===== src/rtl/t_ff_bank.sv =====
// rtl/t_ff_bank.sv - bank of clocked T flip-flops with hold/toggle/load/chain-count modes
// Registered change-pulse and wrap-pulse outputs align with the q update they describe.
module t_ff_bank #(
    parameter int               WIDTH = 8,
    parameter logic [WIDTH-1:0] INIT  = '0
) (
    input  logic             clk,
    input  logic             rst,
    input  logic             en,
    input  logic [1:0]       mode,
    input  logic [WIDTH-1:0] t,
    input  logic [WIDTH-1:0] d,
    output logic [WIDTH-1:0] q,
    output logic [WIDTH-1:0] chg,
    output logic             tc
);

    typedef enum logic [1:0] {
        MODE_HOLD   = 2'b00,
        MODE_TOGGLE = 2'b01,
        MODE_LOAD   = 2'b10,
        MODE_CHAIN  = 2'b11
    } mode_e;

    mode_e            mode_sel;
    logic [WIDTH-1:0] q_q, q_d;
    logic [WIDTH-1:0] chg_q, chg_d;
    logic             tc_q, tc_d;
    logic [WIDTH:0]   carry;
    logic [WIDTH-1:0] chain_next;

    assign mode_sel = mode_e'(mode);

    // Masked bits pass the carry straight through, so unmasked bits form a packed counter.
    always_comb begin
        carry      = '0;
        chain_next = q_q;
        carry[0]   = 1'b1;
        for (int i = 0; i < WIDTH; i++) begin
            chain_next[i] = q_q[i] ^ (t[i] & carry[i]);
            carry[i+1]    = carry[i] & (q_q[i] | ~t[i]);
        end
    end

    always_comb begin
        q_d  = q_q;
        tc_d = 1'b0;
        if (en) begin
            unique case (mode_sel)
                MODE_HOLD:   q_d = q_q;
                MODE_TOGGLE: q_d = q_q ^ t;
                MODE_LOAD:   q_d = d;
                MODE_CHAIN: begin
                    q_d  = chain_next;
                    tc_d = (|t) & carry[WIDTH];
                end
                default:     q_d = q_q;
            endcase
        end
        chg_d = q_d ^ q_q;
    end

    always_ff @(posedge clk) begin
        if (rst) begin
            q_q   <= INIT;
            chg_q <= '0;
            tc_q  <= 1'b0;
        end else begin
            q_q   <= q_d;
            chg_q <= chg_d;
            tc_q  <= tc_d;
        end
    end

    assign q   = q_q;
    assign chg = chg_q;
    assign tc  = tc_q;

endmodule


===== config.mk =====
export PLATFORM = sky130hd
export DESIGN_NAME = t_ff_bank
export DESIGN_NICKNAME = d
export VERILOG_FILES = /design/src/rtl/t_ff_bank.sv
export SDC_FILE = /design/constraint.sdc
export NUM_CORES = 1
export LEC_CHECK = 0
export CORE_ASPECT_RATIO = 0.8
export CORE_MARGIN = 5
export CORE_UTILIZATION = 48
export CTS_BUF_LIST = sky130_fd_sc_hd__clkbuf_4 sky130_fd_sc_hd__clkbuf_8
export DETAILED_ROUTE_END_ITERATION = 10
export PLACE_DENSITY = 0.78
export SLEW_MARGIN = 20
export SYNTH_ARGS = -nofsm -noshare
export SYNTH_HDL_FRONTEND = slang
export SYNTH_SLANG_ARGS = --single-unit

===== constraint.sdc =====
create_clock -name clk -period 2.3 [get_ports clk]
set_input_delay 0.46 -clock clk [delete_from_list [all_inputs] [get_ports clk]]
set_output_delay 0.46 -clock clk [all_outputs]
set_load 0.03 [all_outputs]

# After elaboration in Yosys (flattened, before gate mapping)
# Cells that the tools add are included.
[totals]
word_cells = 54
register_bits = 17
output_inout_bits = 17
input_bits = 21
[classes]
muxes = 2
bitwise = 43
reduce_logical = 3
n_eq_ne = 3
[op_table]
columns = ["op", "count"]
rows = [
  ["$pmux W8 S4", 1],
  ["$xor A8 B8 Y8", 2],
  ["$and A1 B1 Y1", 15],
  ["$not A1 Y1", 10],
  ["$mux W8", 1],
  ["$or A1 B1 Y1", 8],
  ["$reduce_or A8 Y1", 1],
  ["$xor A1 B1 Y1", 8],
  ["$eq A2 B2 Y1 const B", 2],
  ["$reduce_or A3 Y1", 1],
  ["$eq A2 B1 Y1 const B", 1],
  ["$logic_not A2 Y1", 1],
]

# Longest topological paths before layout
[logic_depth]
word_depth = 13
depth_mapped = 6
depth_no_buf = 6

# Least setup slack after synthesis
# OpenSTA, ideal clock, no wires.
[synth_timing]
path_kind = "flip-flop to flip-flop"
start = "reg q_q[1], in the netlist q[1]"
end = "reg q_q[5], in the netlist q[5]"
slack_ps = 300
synth_period_minus_slack_ps = 2000
arrival_time_ps = 1881
path_stages_with_launch = 7
path_cell_list = "dfxtp_1 -> inv_1 -> ha_1 -> nor4_4 -> and3b_1 -> a21oi_1 -> o221a_1"
[synth_via]
elab_chain_cells = 9
[synth_lines]
columns = ["element", "line_no", "rtl"]
rows = [
  ["from (decl)", "26", "logic [WIDTH-1:0] q_q, q_d;"],
  ["from (signal assigned)", "69", "q_q <= q_d;"],
  ["$or A1 B1 Y1", "41", "carry[i+1] = carry[i] & (q_q[i] | ~t[i]);"],
  ["$and A1 B1 Y1 (4 in a row)", "41", ""],
  ["$and A1 B1 Y1", "40", "chain_next[i] = q_q[i] ^ (t[i] & carry[i]);"],
  ["$xor A1 B1 Y1", "40", ""],
  ["$pmux W8 S4", "49", "unique case (mode_sel)"],
  ["$mux W8", "48", "if (en) begin"],
]
# No other way between the ends.
# A chain may end at the register's enable or synchronous reset.

# Worst setup path after layout
[layout_timing]
start = "in t[1]"
end = "reg tc_q, in the netlist tc"
[layout_via]
elab_chain_cells = 10
[layout_lines]
columns = ["element", "line_no", "rtl"]
rows = [
  ["from (decl)", "11", "input logic [WIDTH-1:0] t,"],
  ["$not A1 Y1", "41", ""],
  ["$or A1 B1 Y1", "41", ""],
  ["$and A1 B1 Y1 (7 in a row)", "41", ""],
  ["$and A1 B1 Y1 (*)", "55", "tc_d = (|t) & carry[WIDTH];"],
  ["to (signal assigned)", "71", "tc_q <= tc_d;"],
  ["to (decl)", "28", "logic tc_q, tc_d;"],
]
# Mark *: on every way between the ends. The rest lies on a longest branch, timed or not.

==> results.cfg <==
[status]
outcome = finished, final reports clean

[timing]
skew_ns = 0.0101
worst_pin_slew_ns = 0.567
rsz0062_at_grt = no
finalSetupViolations = 0
max_freq_ghz = 0.490
min_period_over_period_pct = 88.6
final.min_clock_period_ns = 2.04
finalHoldViolCount = 0
tns_ns = 0
slew_violations = 0
slew_headroom_pct = 61.2

[synth]
syn_avg_cell_area_sq_um = 8.45
ys_ff_latch = 17
synth-edff-count = 0
mappedNetlistArea_sq_um = 1220
ys_warn_count = 0
synthArstFlopShare_pct = 0
synth_cells = 144
synthFlopType = dfxtp_1
yosysTopAreaCell = dfxtp_1
ys_seq_area_share_pct = 28.0
syn-num-nets = 173
synth_top_area_share_pct = 28.0
synth_cell_types = 50
netlist_top_cells_area = dfxtp_1 (28%), ha_1 (8.2%), a21oi_1 (6.2%)

[layout]
fin_nets = 226
layout_commonest_cell = clkdlybuf4s50_1
diodes = 0
drive_above_1_share_pct = 15.3
fillers = 202
fin_cells = 232
multi_input_area_sq_um = 801
area_growth_pct = 45.3
final_util_pct = 72.3
regArea_sq_um = 340
final_cell_mix = clkdlybuf4s50_1 (37), buf_4 (19), dfxtp_1 (17), a21oi_1 (15), inv_1 (10)

[grt]
grt_max_degree = 13
grt_usage_pct = 21.5
antenna_found_initial = 0
first_global_vias = 1397
gr-total-overflow = 0
grt_pass1_wl_microns = 5950

[pwr]
internal_power_uw = 550
leakagePower_nw = 0.681
p_seq_share_pct = 39.5
ir_worst_vdd_mv = 0.422
p_comb_share_pct = 39.1
p_clk_share_pct = 21.4
power_uw = 841
powerDensity_nw_per_um2 = 476
switching_share_pct = 34.5
power_switching_uw = 290

[die]
die_x_microns = 66.3
rows = 16
design.core.area_sq_um = 2440
io-pin-count = 38
die_h_microns = 55.0
dieArea_sq_um = 3650
start_util_pct = 49.8

[run]
drv_cap = 0

[clock_network]
cts_buffer_depth = 2
cts_setup_buffers = 0
path_clk_slew_ns = 0.11
clock_tree.root_cell = clkbuf_4
cts_hold_buffers = 0
tritoncts = built
clock_latency_ns = 0.30
clock_sinks = 17
cts_resized = 0
cts-buffers-inserted = 3
htreeDepth = 1

[route]
drc = 0
dr.pass1.iters = 4
ant_nets = 0
wirelength_microns = 3620
via_per_inst = 5.90
first_iter_violations = 95
vias = 1369
detail_route.wl_per_cell_microns = 15.6

[critical_path]
critPathKind = in -> reg
cp.required_ns = 2.43
r2r_setup_slack_ns = 0.38
crit_fanout = 9
cp.arrival_ns = 2.17
crit_path_start_kind = primary input
worst_setup_path_end_kind = flop

[placement]
dp_cells = 228
io_buffers = 37
dp_hpwl_microns = 2800
routabilityCongestion = 0.901

[min_path]
min_path_type = reg -> reg
-- final timing paths --
kind | cells past startpoint | to | from
setup / recovery | 6 | tc | t[1]
hold / removal | 2 | q[0] | q[0]
hold reg to reg | 2 | q[0] | q[0]
setup reg to reg | 6 | tc | q[1]
-- power groups by stage --
stage | registers (mW) | logic [mW] | clock network, mW
3_3_place_gp | 0.337 | 0.315 | 0
4_1_cts | 0.332 | 0.326 | 0.185
6_report | 0.332 | 0.328 | 0.180
3_5_place_dp | 0.339 | 0.324 | 0
2_1_floorplan | 0.382 | 0.139 | 0
5_1_grt | 0.335 | 0.354 | 0.203
-- cells by family after synthesis --
kind of cell	synth area share, %
adders and majority gates	8.23
buffers and inverters	6.17
and+or+nand+nor	23.6
AOI/OAI and AO/OA	31.5
xor gates and xnor gates	0.720
muxes	1.85
DFF	28.0
-- layer usage --
metal / vias up / GRT usage, % / share of wire, %
met3: 11 / 7.27 / 10
met2: 78 / 38.2 / 46
met1: 619 / 24.3 / 42
met5: - / 0 / 0
li1: 661 / - / -
met4: 0 / 8.11 / 1.7
-- metrics by stage --
stage               setup slack, ns  hold WS, ns  cell area (sq um)
floorplan                     0.300        0.591               1220
global placement             0.0721        0.463               1740
detailed placement           0.0154        0.469               1740
CTS                           0.334        0.488               1770
global route                  0.213        0.513               1770
finish                        0.261        0.484               1770
-- area by class of cell --
cell class	instances	area share [%]
Clock buffer	4	1.70
Inverter	10	2.12
Multi-Input combinational cell	109	45.3
Sequential cell	17	19.3
Tap cell	36	2.55
Timing Repair Buffer	56	29.0
-- registers in the layout, indices dropped and copies added (netlist names) --
signal  flops
chg         8
q           8
tc          1
-- Yosys cell counts (all sizes together) (3+ instances only) --
| cell | count |
|---|---|
| ha | 8 |
| a21oi | 16 |
| o31ai | 4 |
| dfxtp | 17 |
| inv | 10 |
| a32oi | 3 |
| or3 | 4 |
| buf | 5 |
| nor2 | 7 |
| o21ai | 7 |
| clkbuf | 3 |
| nand2b | 6 |
| nand2 | 6 |
| nor4 | 3 |
| and2 | 6 |
-- critical path, stage by stage --
cell             delay, ns
clkdlybuf4s50_1       0.43
ha_1                  0.26
nor4_4                0.27
buf_4                 0.19
nand2_1               0.05
a2111oi_0             0.53
Power figures use the tool's default switching activity.
